### src/rtl/minmax_pkg.sv
// Shared definitions for the running min/max controller and its datapath.
// Holds the 3-bit controller state encoding and the datapath min/max init values.
// No ports; imported with import minmax_pkg::*.
package minmax_pkg;

  typedef enum logic [2:0] {
    IDLE   = 3'd0,
    INIT   = 3'd1,
    LOAD   = 3'd2,
    SETTLE = 3'd3,
    UPD    = 3'd4,
    DONE   = 3'd5
  } state_t;

  // min starts at the largest signed value, max at the smallest, so the
  // first real sample always replaces both unless it is itself an extreme.
  localparam logic [31:0] MIN_INIT = 32'h7FFF_FFFF;
  localparam logic [31:0] MAX_INIT = 32'h8000_0000;

endpackage

### src/rtl/minmax_ctrl_cnt.sv
// Sample counter for minmax_ctrl: latches the run length and counts completed samples.
// Ports: clk/rst (async, active-high); load latches n_samples into target and clears cnt;
//        inc advances cnt; last = (cnt+1 == target) at CNT_W bits; empty = (target == 0).
module minmax_ctrl_cnt #(
  parameter int CNT_W = 16
) (
  input  logic             clk,
  input  logic             rst,
  input  logic             load,
  input  logic             inc,
  input  logic [CNT_W-1:0] n_samples,
  output logic             last,
  output logic             empty
);

  logic [CNT_W-1:0] cnt;
  logic [CNT_W-1:0] target;
  logic [CNT_W-1:0] cnt_plus1;

  // Compare wraps at CNT_W bits, so target = 2^CNT_W-1 is the longest run.
  assign cnt_plus1 = cnt + CNT_W'(1);
  assign last      = (cnt_plus1 == target);
  assign empty     = (target == '0);

  always_ff @(posedge clk or posedge rst) begin
    if (rst) begin
      cnt    <= '0;
      target <= '0;
    end else if (load) begin
      cnt    <= '0;
      target <= n_samples;
    end else if (inc) begin
      cnt    <= cnt_plus1;
    end
  end

endmodule

### src/rtl/minmax_ctrl.sv
// Control unit for the running min/max datapath: handshakes samples in and sequences
// clear/load strobes, pulsing done after n_samples samples (min 3 cycles per sample).
// Ports: clk, rst (async active-high), start, n_samples, in_valid/in_ready handshake,
//        A_lt_B/C_gt_D datapath flags, reg/min/max clr+ld strobes, busy, done.
// Optional: define MINMAX_CTRL_ABORT_EN to add the abort input (forces IDLE, no strobes).
module minmax_ctrl
  import minmax_pkg::*;
#(
  parameter int CNT_W = 16
) (
  input  logic             clk,
  input  logic             rst,
  input  logic             start,
  input  logic [CNT_W-1:0] n_samples,
  input  logic             in_valid,
  output logic             in_ready,
  input  logic             A_lt_B,
  input  logic             C_gt_D,
`ifdef MINMAX_CTRL_ABORT_EN
  input  logic             abort,
`endif
  output logic             reg_clr,
  output logic             reg_ld,
  output logic             min_clr,
  output logic             min_ld,
  output logic             max_clr,
  output logic             max_ld,
  output logic             busy,
  output logic             done
);

  state_t state;
  state_t state_nxt;
  logic   cnt_load;
  logic   cnt_inc;
  logic   last;
  logic   empty;
  logic   kill;

`ifdef MINMAX_CTRL_ABORT_EN
  assign kill = abort && (state != IDLE);
`else
  assign kill = 1'b0;
`endif

  minmax_ctrl_cnt #(
    .CNT_W (CNT_W)
  ) u_cnt (
    .clk       (clk),
    .rst       (rst),
    .load      (cnt_load),
    .inc       (cnt_inc),
    .n_samples (n_samples),
    .last      (last),
    .empty     (empty)
  );

  always_ff @(posedge clk or posedge rst) begin
    if (rst) state <= IDLE;
    else     state <= state_nxt;
  end

  always_comb begin
    state_nxt = state;
    in_ready  = 1'b0;
    reg_clr   = 1'b0;
    reg_ld    = 1'b0;
    min_clr   = 1'b0;
    min_ld    = 1'b0;
    max_clr   = 1'b0;
    max_ld    = 1'b0;
    done      = 1'b0;
    busy      = (state != IDLE);
    cnt_load  = 1'b0;
    cnt_inc   = 1'b0;

    case (state)
      IDLE: begin
        if (start) begin
          cnt_load  = 1'b1;
          state_nxt = INIT;
        end
      end
      INIT: begin
        reg_clr   = 1'b1;
        min_clr   = 1'b1;
        max_clr   = 1'b1;
        state_nxt = empty ? DONE : LOAD;
      end
      LOAD: begin
        in_ready = 1'b1;
        // Mealy load: the register captures the sample on the handshake edge.
        reg_ld   = in_valid;
        if (in_valid) state_nxt = SETTLE;
      end
      SETTLE: begin
        // Idle cycle so the datapath flags reflect the newly loaded sample.
        state_nxt = UPD;
      end
      UPD: begin
        min_ld    = A_lt_B;
        max_ld    = C_gt_D;
        cnt_inc   = 1'b1;
        state_nxt = last ? DONE : LOAD;
      end
      DONE: begin
        done      = 1'b1;
        state_nxt = IDLE;
      end
      default: begin
        state_nxt = IDLE;
      end
    endcase

    // Abort overrides every transition and suppresses all strobes this cycle.
    if (kill) begin
      state_nxt = IDLE;
      in_ready  = 1'b0;
      reg_clr   = 1'b0;
      reg_ld    = 1'b0;
      min_clr   = 1'b0;
      min_ld    = 1'b0;
      max_clr   = 1'b0;
      max_ld    = 1'b0;
      done      = 1'b0;
      cnt_load  = 1'b0;
      cnt_inc   = 1'b0;
    end
  end

endmodule

### config.mk
export PLATFORM = sky130hd
export DESIGN_NAME = minmax_ctrl
export DESIGN_NICKNAME = d
export VERILOG_FILES = /design/src/rtl/minmax_pkg.sv /design/src/rtl/minmax_ctrl_cnt.sv /design/src/rtl/minmax_ctrl.sv
export SDC_FILE = /design/constraint.sdc
export NUM_CORES = 1
export LEC_CHECK = 0
export CAP_MARGIN = 20
export CORE_ASPECT_RATIO = 0.75
export CORE_UTILIZATION = 41
export DETAILED_ROUTE_END_ITERATION = 10
export GPL_TIMING_DRIVEN = 1
export HOLD_SLACK_MARGIN = 0.03
export PLACE_DENSITY = 0.63
export SYNTH_ARGS = -nofsm -noshare
export SYNTH_HDL_FRONTEND = slang
export SYNTH_SLANG_ARGS = --single-unit
### constraint.sdc
create_clock -name clk -period 3.2 [get_ports clk]
set_input_delay 0.32 -clock clk [delete_from_list [all_inputs] [get_ports clk]]
set_output_delay 0.32 -clock clk [all_outputs]
set_load 0.02 [all_outputs]
==> out/results.txt, run 1 <==
Vias in the first global route: 1664
Largest family of logic cells by synthesized area: simple AND/OR/NAND/NOR gates
Largest net degree at the start of global routing: 36
Distinct cells, synth: 46
Fmax: 389 MHz
Hold buffer count at CTS: 0
Worst path max stage delay: 0.47 ns
Clock transition at the registers of the reported paths: 0.08 ns
Remaining DRCs: 0
Pwr per Cell Area: 723 mW/mm²
Sink Count: 35
First-pass GRT wire length: 8640 µm
Die X-Extent: 86.6 µm
Crit Path Class: reg -> reg
Ys Warns: 0
Gates resized, CTS repair: 0
Leakage power total: 1.05 nW
Final Hold Viols: 0
Synth area leaders: dfrtp_1, mux2_2, xnor2_1
Post-layout util: 51.9%
CTS Buf Count: 5
Most used DFF post-synth: dfrtp_1
Worst slew pin tran: 0.742 ns
GR Overflow Total: 0
Most frequent cells in the layout: dfrtp_1, clkdlybuf4s50_1, o21ai_0, nand2_1, nor2_1
GP Congestion: 0.848
Avg WL per Cell: 15.3 µm
Core area: 0.00504 mm²
Slew HR: 50.4%
Slew Limit Fails: 0
CTS tree: built
Row count: 22
Mean post-synth cell area: 9.28 µm²
Die area: 0.00566 mm²
CP startpoint kind: flip-flop
Flops & latches, synth: 35
Setup violations, final: 0
Worst setup margin: 0.627 ns
Vias/cell: 5.56
CP Cell Sequence: ha_1 -> nand3_1 -> xnor2_1 -> nor4_1 -> nand4_1 -> or4_4 -> a211o_1
Share of the synthesized area in the top cell type: 39.8%
CP max FO: 9
Maximum clock path buffer count: 2
Worst slack, placed: 0.654 ns
Layout Nets: 281
Synth Area in Compound Gates: 15.2%
Clk_skew: 0.00499 ns
GR Util All Layers: 20.3%
Crit path time final: 2.57 ns
Worst vdd ir: 0.000400 V
DRT iter0 DRCs: 164
Worst path required time: 3.38 ns
Simple-gate portion of the synthesized area: 21.5%
Finished Layout Cells: 331
Mapped cell area: 0.00220 mm²
Die height: 65.4 µm
Top cell type by total area after synthesis: dfrtp_1
# IOs: 31
Placed insts: 323
Unrepaired setup endpoints after global routing: no
Worst Hold Class: in -> async
Share of cells above drive strength 1: 12.0%
Sequential cell area fraction in the yosys report: 39.8%
Ys async rst share: 100%
Sum Neg Setup Slack: 0 ns
Initial antenna violation count: 0
Max-capacitance violation count: 0
Cell count after synthesis: 237
ANT cells: 0
Post-Synth XOR/XNOR Area: 9.04%
H-tree levels: 2
Worst setup EP type: flip-flop
Drt total wl: 5080 µm
Run status: complete, no violations
Clock latency on the worst-skew pair: 0.29 ns
Synthesis-to-finish area growth: 18.9%
Number of synthesized flops with an enable pin: 0
CP arrival: 2.75 ns
Power Total: 1.89 mW
Port bufs: 30
Final antenna-violating net count: 0
Slowest CP cell: dfrtp_1
Post-CTS Setup Inserts: 0
Mux cell area share after synthesis: 8.59%
Via count: 1839
Most common cell after layout, fill and taps aside: dfrtp_1
First-pass DRT Iterations: 4
Post-DP HPWL: 3710 µm
Period utilisation layout: 80.4%
Root Buffer: clkbuf_8
Initial Util: 43.7%
Post-Syn Nets: 260
Adder-cell area share of the yosys netlist: 0.569%
==> sequential cells by signal, summed over array words and instances (netlist names) <==
register      flops
state             3
u_cnt.target     16
u_cnt.cnt        16
==> cell families (layout without fill, tap and decap cells) <==
logic type | count (synthesis) | after routing
DFF | 35 | 35
buffers and inverters | 24 | 46
adders and majority gates | 1 | 1
xor gates and xnor gates | 21 | 21
AOI/OAI and AO/OA | 52 | 52
muxes | 17 | 17
and+or+nand+nor | 87 | 87
==> synthesized netlist by cell type (2+ instances only) <==
cell type,n
nor2_1,19
o31ai_1,8
buf_4,6
nand2b_1,3
o41ai_1,2
mux2_2,15
a21oi_1,5
xor2_1,7
dfrtp_1,35
or4_1,2
buf_2,2
o21ai_0,22
inv_1,5
and2_1,5
nand2_1,19
or3_1,4
nand4_1,3
buf_1,2
o22ai_1,2
xnor2_1,13
and4_1,2
nand3_1,8
nor4_1,7
mux2i_1,2
a31oi_1,3
clkbuf_1,9
and3_1,8
==> metal layers <==
layer  vias up  GRT usage (%)  share of wire (%)
met5         -              0                  0
met4         0           6.88               0.91
met3         5           4.65                6.1
met2        59           26.7                 39
met1       869           31.8                 54
li1        906              -                  -
==> cell type report <==
class	count	area [µm²]
Clock buffer	6	82.6
Clock inverter	2	16.3
Fill cell	473	2420
Inverter	5	18.8
Multi-Input combinational cell	178	1210
Sequential cell	35	876
Tap cell	72	90.1
Timing Repair Buffer	33	323
==> power breakdown <==
part	switching [mW]	internal, mW
Combinational	0.366	0.412
Sequential	0.187	0.576
Clock	0.173	0.176
Total	0.727	1.16
==> path summary, 6_finish.rpt <==
check,start,endpoint,slack [ns],cells past startpoint
min reg2reg,u_cnt.cnt[14]$_DFFE_PP0P_,u_cnt.cnt[14]$_DFFE_PP0P_,0.56,1
max,u_cnt.cnt[0]$_DFFE_PP0P_,state[1]$_DFFE_PP0P_,0.63,7
min,rst,u_cnt.target[3]$_DFFE_PP0P_,0.42,3
max in group asynchronous,rst,state[2]$_DFFE_PP0P_,2.45,3
max reg2reg,u_cnt.cnt[0]$_DFFE_PP0P_,state[1]$_DFFE_PP0P_,0.63,7
min in group clk,u_cnt.cnt[14]$_DFFE_PP0P_,u_cnt.cnt[14]$_DFFE_PP0P_,0.56,1
==> stage by stage <==
stage | instance area (µm²) | hold WS, ns
2_1_floorplan | 2200 | 0.437
3_3_place_gp | 2520 | 0.523
3_5_place_dp | 2520 | 0.542
4_1_cts | 2620 | 0.442
5_1_grt | 2620 | 0.517
6_report | 2620 | 0.418
==> critical path: cells and delay by family, from the launching register on <==
kind                     cells  cell delay, ns
adder cells (fa/ha/maj)      1            0.29
XOR/XNOR                     1            0.23
flip-flops                   1            0.47
AND/OR/NAND/NOR              4            1.18
AO/OA/AOI/OAI                1            0.30
Note: power is estimated with default switching activity, not from simulation.
==> run 2: changes to the inputs <==
--- a/config.mk
+++ b/config.mk
@@ -11,7 +11,7 @@
 export DETAILED_ROUTE_END_ITERATION = 10
 export GPL_TIMING_DRIVEN = 1
 export HOLD_SLACK_MARGIN = 0.03
-export PLACE_DENSITY = 0.63
+export PLACE_DENSITY = 0.65
 export SYNTH_ARGS = -nofsm -noshare
 export SYNTH_HDL_FRONTEND = slang
 export SYNTH_SLANG_ARGS = --single-unit
==> constraint.sdc (replaced) <==
create_clock -name clk -period 2.3 [get_ports clk]
set_input_delay 0.23 -clock clk [delete_from_list [all_inputs] [get_ports clk]]
set_output_delay 0.23 -clock clk [all_outputs]
set_load 0.02 [all_outputs]
==> out/results.txt, run 2 (synthesis gave the netlist of run 1 again) <==
Run status: complete, no violations
Setup violations, final: 0 (unchanged)
Post-DP HPWL: 3940 µm (+6.0%)
Largest net degree at the start of global routing: 36 (unchanged)
Sw power: 1.05 mW (+44%)
Post-route cell area: 0.00287 mm² (+9.8%)
WL met2: 2310 µm (+16%)
Slew HR: 35.6% (-15 points)
Period utilisation layout: 98.1% (+18 points)
Worst slew pin tran: 0.963 ns (+0.222 ns)
Sink Count: 35 (unchanged)
Metal-1 WL: 2810 µm (+2.9%)
Die X-Extent: 86.6 µm (unchanged)
Crit Path Class: reg -> reg
Gate power share: 43.1% (+1.9 points)
Final Hold Viols: 0 (unchanged)
ANT cells: 0 (unchanged)
CP arrival: 2.47 ns (-0.28 ns)
Internal power: 1.66 mW (+43%)
Worst vdd ir: 0.000721 V (+80%)
Via count: 1956 (+6.4%)
Hold buffer count at CTS: 0 (unchanged)
Sequential power share: 38.9% (-1.5 points)
Leakage power total: 1.21 nW (+14%)
Crit path time final: 2.26 ns (-0.316 ns)
CTS tree: built
Top layer in use: met4
First-pass DRT Iterations: 4 (unchanged)
DP Area: 0.00271 mm² (+7.8%)
Max-capacitance violation count: 0 (unchanged)
Pwr per Cell Area: 945 mW/mm² (+31%)
Worst setup EP type: flip-flop
Initial Util: 43.7% (unchanged)
Die height: 65.4 µm (unchanged)
Die area: 0.00566 mm² (unchanged)
CP startpoint kind: flip-flop
Root Buffer: clkbuf_8
Share of cells above drive strength 1: 22.6% (+11 points)
Remaining DRCs: 0 (unchanged)
CP max FO: 3 (-6)
Core area: 0.00504 mm² (unchanged)
DRT iter0 DRCs: 203 (+24%)
Clock power frac: 18.0% (-0.5 points)
Post-layout util: 57.0% (+5.1 points)
Final antenna-violating net count: 0 (unchanged)
Vias in the first global route: 1782 (+7.1%)
Layout Nets: 310 (+10%)
Vias/cell: 5.43 (-2.2%)
GP Congestion: 0.868 (+2.3%)
Worst path required time: 2.51 ns (-0.87 ns)
Synthesis-to-finish area growth: 30.5%
H-tree levels: 2 (unchanged)
Fmax: 443 MHz (+14%)
Unrepaired setup endpoints after global routing: yes
Most frequent cells in the layout: dfrtp_1, buf_4, clkdlybuf4s50_1, o21ai_0, nand2_1
First-pass GRT wire length: 9150 µm (+5.9%)
Slew Limit Fails: 0 (unchanged)
Avg WL per Cell: 15.1 µm (-1.5%)
FF-to-FF setup slack: 0.04 ns (-0.58 ns)
CTS Buf Count: 5 (unchanged)
DR WL met3: 305 µm (-2.2%)
Maximum clock path buffer count: 2 (unchanged)
GR Util All Layers: 21.3% (+0.98 points)
Row count: 22 (unchanged)
Most common cell after layout, fill and taps aside: dfrtp_1
Clock transition at the registers of the reported paths: 0.08 ns (about the same)
Worst Hold Class: in -> async
Clk_skew: 0.00269 ns (-0.00230 ns)
GR Overflow Total: 0 (unchanged)
Regs by FF count: u_cnt.cnt: 16 flops, u_cnt.target: 16 flops, state: 3 flops
Clock latency on the worst-skew pair: 0.29 ns (about the same)
Initial antenna violation count: 0 (unchanged)
Net Sw Frac: 38.6% (+0.17 points)
Drt total wl: 5440 µm (+7.1%)
# IOs: 31 (unchanged)
Power Total: 2.71 mW (+43%)
Port bufs: 30 (unchanged)
-- run 2: cell count changes in the layout (fill, tap and decap cells not counted) --
cell       change
and4_4         +1
dfrtp_1        -1
and4_1         -1
o2bb2ai_1      -1
buf_6          +1
nor2_1         -1
nand4_2        -1
dfrtp_2        +1
buf_4         +28
o2bb2ai_2      +1
ha_1           -1
nor2_2         +1
nand4_4        +1
ha_4           +1
-- run 2: power by group through the flow --
stage,logic (mW),clock network [mW],registers [mW]
floorplan,0.839,0,0.968
global placement,1.11,0,1.05
detailed placement,1.12,0,1.05
CTS,1.13,0.506,1.04
global route,1.29,0.528,1.09
finish,1.17,0.488,1.06
-- run 2: path summary, 6_finish.rpt --
path,from,endpoint,cells after the start
min in group clk,n_samples[10],u_cnt.target[10]$_DFFE_PP0P_,3
worst min-delay path,rst,u_cnt.target[1]$_DFFE_PP0P_,3
worst min register to register,u_cnt.cnt[14]$_DFFE_PP0P_,u_cnt.cnt[14]$_DFFE_PP0P_,1
worst max register to register,u_cnt.cnt[0]$_DFFE_PP0P_,state[0]$_DFFE_PP0P_,8
worst max-delay path,u_cnt.cnt[0]$_DFFE_PP0P_,state[0]$_DFFE_PP0P_,8
max in group asynchronous,rst,u_cnt.cnt[1]$_DFFE_PP0P_,3
-- run 2: what timing repair did --
action,in CTS,in global routing
resized for setup,1,7
pin swaps,0,7
buffers inserted,0,3
setup endpoints to repair,1,3
-- run 2: worst max-delay path: stages (launching register included) --
cell,delay (ns)
dfrtp_1,0.43
buf_6,0.13
nand4_4,0.10
or4_1,0.51
a32oi_1,0.20
a21oi_1,0.09
or4_4,0.43
buf_4,0.15
o22ai_1,0.14
-- run 2: routing by layer --
metal | vias to the layer above | track usage, %
li1 | 960 | -
met1 | 937 | 33.7
met2 | 57 | 28.9
met3 | 2 | 4.15
met4 | 0 | 5.63
met5 | - | 0
-- run 2: area by class of cell --
| type | instances | area (µm²) |
|---|---|---|
| Clock inverter | 2 | 16.3 |
| Tap cell | 72 | 90.1 |
| Timing Repair Buffer | 62 | 544 |
| Fill cell | 425 | 2170 |
| Clock buffer | 6 | 82.6 |
| Inverter | 5 | 18.8 |
| Multi-Input combinational cell | 178 | 1240 |
| Sequential cell | 35 | 877 |
-- run 2: through the flow --
stage / std cells / hold slack (ns) / setup TNS (ns) / setup slack, ns
after global placement: 349 / 0.518 / 0 / 0.0435
after CTS: 357 / 0.340 / 0 / 0.00751
final: 360 / 0.332 / 0 / 0.0429
after global routing: 360 / 0.382 / -0.233 / -0.0806
after detailed placement: 349 / 0.521 / 0 / 0.00886
after floorplan: 237 / 0.347 / 0 / 0.0292
==> run 3: changes to the inputs <==
--- a/config.mk
+++ b/config.mk
@@ -9,9 +9,9 @@
 export CORE_ASPECT_RATIO = 0.75
 export CORE_UTILIZATION = 41
 export DETAILED_ROUTE_END_ITERATION = 10
-export GPL_TIMING_DRIVEN = 1
+export GPL_TIMING_DRIVEN = 0
 export HOLD_SLACK_MARGIN = 0.03
-export PLACE_DENSITY = 0.65
+export PLACE_DENSITY_LB_ADDON = 0.12
 export SYNTH_ARGS = -nofsm -noshare
 export SYNTH_HDL_FRONTEND = slang
 export SYNTH_SLANG_ARGS = --single-unit
==> out/results.txt, run 3 (synthesis gave the netlist of run 1 again) <==
Initial antenna violation count: 0 (unchanged)
GR Util All Layers: 20.6% (-0.66 points)
CP Cell Sequence: buf_6 -> nand4_4 -> or4_1 -> a32oi_1 -> a21oi_1 -> or4_4 -> a211o_1
Finished Layout Cells: 352 (-2.2%)
FF-to-FF setup slack: -0.03 ns (-0.07 ns)
Worst path required time: 2.48 ns (-0.03 ns)
Initial Util: 43.7% (unchanged)
Sequential power share: 36.7% (-2.2 points)
# IOs: 31 (unchanged)
Drt total wl: 5380 µm (-1.2%)
Setup crit end: state[1]$_DFFE_PP0P_
Clock power frac: 19.1% (+1.1 points)
Net Sw Frac: 37.7% (-0.87 points)
Die X-Extent: 86.6 µm (unchanged)
FF-to-FF Start: u_cnt.cnt[1]$_DFFE_PP0P_
GR Overflow Total: 0 (unchanged)
Pwr per Cell Area: 993 mW/mm² (+5.1%)
CP Depth: 7 (-1)
CTS Buf Count: 5 (unchanged)
Period utilisation layout: 101% (+3.0 points)
Row count: 22 (unchanged)
Setup violations, final: 1 (+1)
CP startpoint kind: flip-flop
First-pass GRT wire length: 8760 µm (-4.2%)
H-tree levels: 2 (unchanged)
Maximum clock path buffer count: 2 (unchanged)
Regs by FF count: u_cnt.cnt: 16 flops, u_cnt.target: 16 flops, state: 3 flops
Share of cells above drive strength 1: 20.7% (-1.9 points)
Avg WL per Cell: 15.3 µm (+1.1%)
Unrepaired setup endpoints after global routing: yes
First-pass DRT Iterations: 4 (unchanged)
CP max FO: 4 (+1)
Max-capacitance violation count: 0 (unchanged)
Sw power: 1.08 mW (+3.1%)
Worst slack, placed: -0.300 ns (-0.309 ns)
Gate power share: 44.2% (+1.1 points)
Hold buffer count at CTS: 0 (unchanged)
Slew HR: 46.1% (+11 points)
Layout Nets: 303 (-2.3%)
Vias/cell: 5.47 (+0.70%)
Internal power: 1.78 mW (+7.0%)
Min Hold Slack: 0.403 ns (+0.0717 ns)
Run status: complete, but fails checks
Clock transition at the registers of the reported paths: 0.08 ns (about the same)
Die area: 0.00566 mm² (unchanged)
Critical path buffers and inverters: 1 (-1)
CP arrival: 2.50 ns (+0.03 ns)
Synthesis-to-finish area growth: 30.9%
Worst Hold Class: in -> async
Largest net degree at the start of global routing: 20 (-44%)
Sink Count: 35 (unchanged)
Worst setup EP type: flip-flop
DRT iter0 DRCs: 123 (-39%)
ANT cells: 0 (unchanged)
Slew Limit Fails: 0 (unchanged)
Crit path time final: 2.33 ns (+0.0695 ns)
Fmax: 430 MHz (-3.0%)
Most common cell after layout, fill and taps aside: dfrtp_1
Port bufs: 30 (unchanged)
Final Hold Viols: 0 (unchanged)
Reg2reg end: state[1]$_DFFE_PP0P_
Post-DP HPWL: 3880 µm (-1.4%)
R2r worst-path depth: 7 (-1)
Vias in the first global route: 1715 (-3.8%)
Core area: 0.00504 mm² (unchanged)
Clk_skew: 0.00719 ns (+0.00450 ns)
Worst vdd ir: 0.000537 V (-26%)
Root Buffer: clkbuf_8
Crit Path Class: reg -> reg
Via count: 1926 (-1.5%)
Most frequent cells in the layout: dfrtp_1, clkdlybuf4s50_1, o21ai_0, nand2_1, nor2_1
Leakage power total: 1.17 nW (-2.9%)
GP Congestion: 0.820 (-5.5%)
Slowest CP cell: or4_1
Remaining DRCs: 0 (unchanged)
CTS tree: built
Placed insts: 340 (-2.6%)
Worst slew pin tran: 0.808 ns (-0.155 ns)
Post-layout util: 57.2% (+0.20 points)
Crit. Startpoint: u_cnt.cnt[1]$_DFFE_PP0P_
Die height: 65.4 µm (unchanged)
Final antenna-violating net count: 0 (unchanged)
Failing checks: negative setup slack
Worst setup margin: -0.0266 ns (-0.0695 ns)
Worst path max stage delay: 0.50 ns (about the same)
Fillers: 425 (unchanged)
Clock latency on the worst-skew pair: 0.29 ns (about the same)
Delay-heaviest family, CP: simple AND/OR/NAND/NOR gates
## run 3: cell types whose count changed in the layout (fill, tap and decap cells not counted), sizes merged
cell,change
buf,-15
clkbuf,+7
bufinv,+1
clkinv,-1
## run 3: worst min path at each step
stage / startpoint / endpoint / slack (ns) / depth (start not counted)
final: rst / u_cnt.cnt[13]$_DFFE_PP0P_ / 0.40 / 2
after global routing: rst / u_cnt.target[13]$_DFFE_PP0P_ / 0.48 / 2
after CTS: rst / u_cnt.target[1]$_DFFE_PP0P_ / 0.43 / 2
after detailed placement: u_cnt.cnt[14]$_DFFE_PP0P_ / u_cnt.cnt[14]$_DFFE_PP0P_ / 0.53 / 1
after global placement: u_cnt.cnt[14]$_DFFE_PP0P_ / u_cnt.cnt[14]$_DFFE_PP0P_ / 0.52 / 1
after floorplan: n_samples[10] / u_cnt.target[10]$_DFFE_PP0P_ / 0.35 / 2
## run 3: timing repair
action,in CTS,in global routing
pin swaps,2,6
setup buffers,2,4
endpoints found under the hold margin,0,0
gates cloned,0,0
endpoints found under the setup margin,9,3
resized for setup,18,9
## run 3: per-stage QoR
step / instance area [µm²] / setup TNS (ns) / total power, mW
final: 2880 / -0.0266 / 2.86
after global routing: 2880 / -0.117 / 3.05
after CTS: 2800 / 0 / 2.81
after detailed placement: 2620 / -1.67 / 2.19
after global placement: 2590 / -1.76 / 2.18
after floorplan: 2200 / 0 / 1.81
## run 3: power by group through the flow
stage	clock network [mW]	registers, mW	logic (mW)
detailed placement	0	1.06	1.14
CTS	0.560	1.04	1.21
global placement	0	1.06	1.12
floorplan	0	0.968	0.839
finish	0.547	1.05	1.26
global route	0.592	1.08	1.38
## run 3: final cells by class
cell class / count / area, µm² / area share (%)
Buffer: 18 / 105 / 3.65
Clock buffer: 5 / 68.8 / 2.39
Clock inverter: 2 / 37.5 / 1.30
Inverter: 5 / 18.8 / 0.652
Multi-Input combinational cell: 178 / 1290 / 44.7
Sequential cell: 35 / 880 / 30.5
Tap cell: 72 / 90.1 / 3.13
Timing Repair Buffer: 37 / 393 / 13.6
## run 3: metal layers
layer	track usage (%)	vias up	wire (µm)
met5	0	-	0
met4	4.38	0	36
met3	7.04	7	446
met2	26.8	70	2110
met1	32.1	898	2780
li1	-	951	-
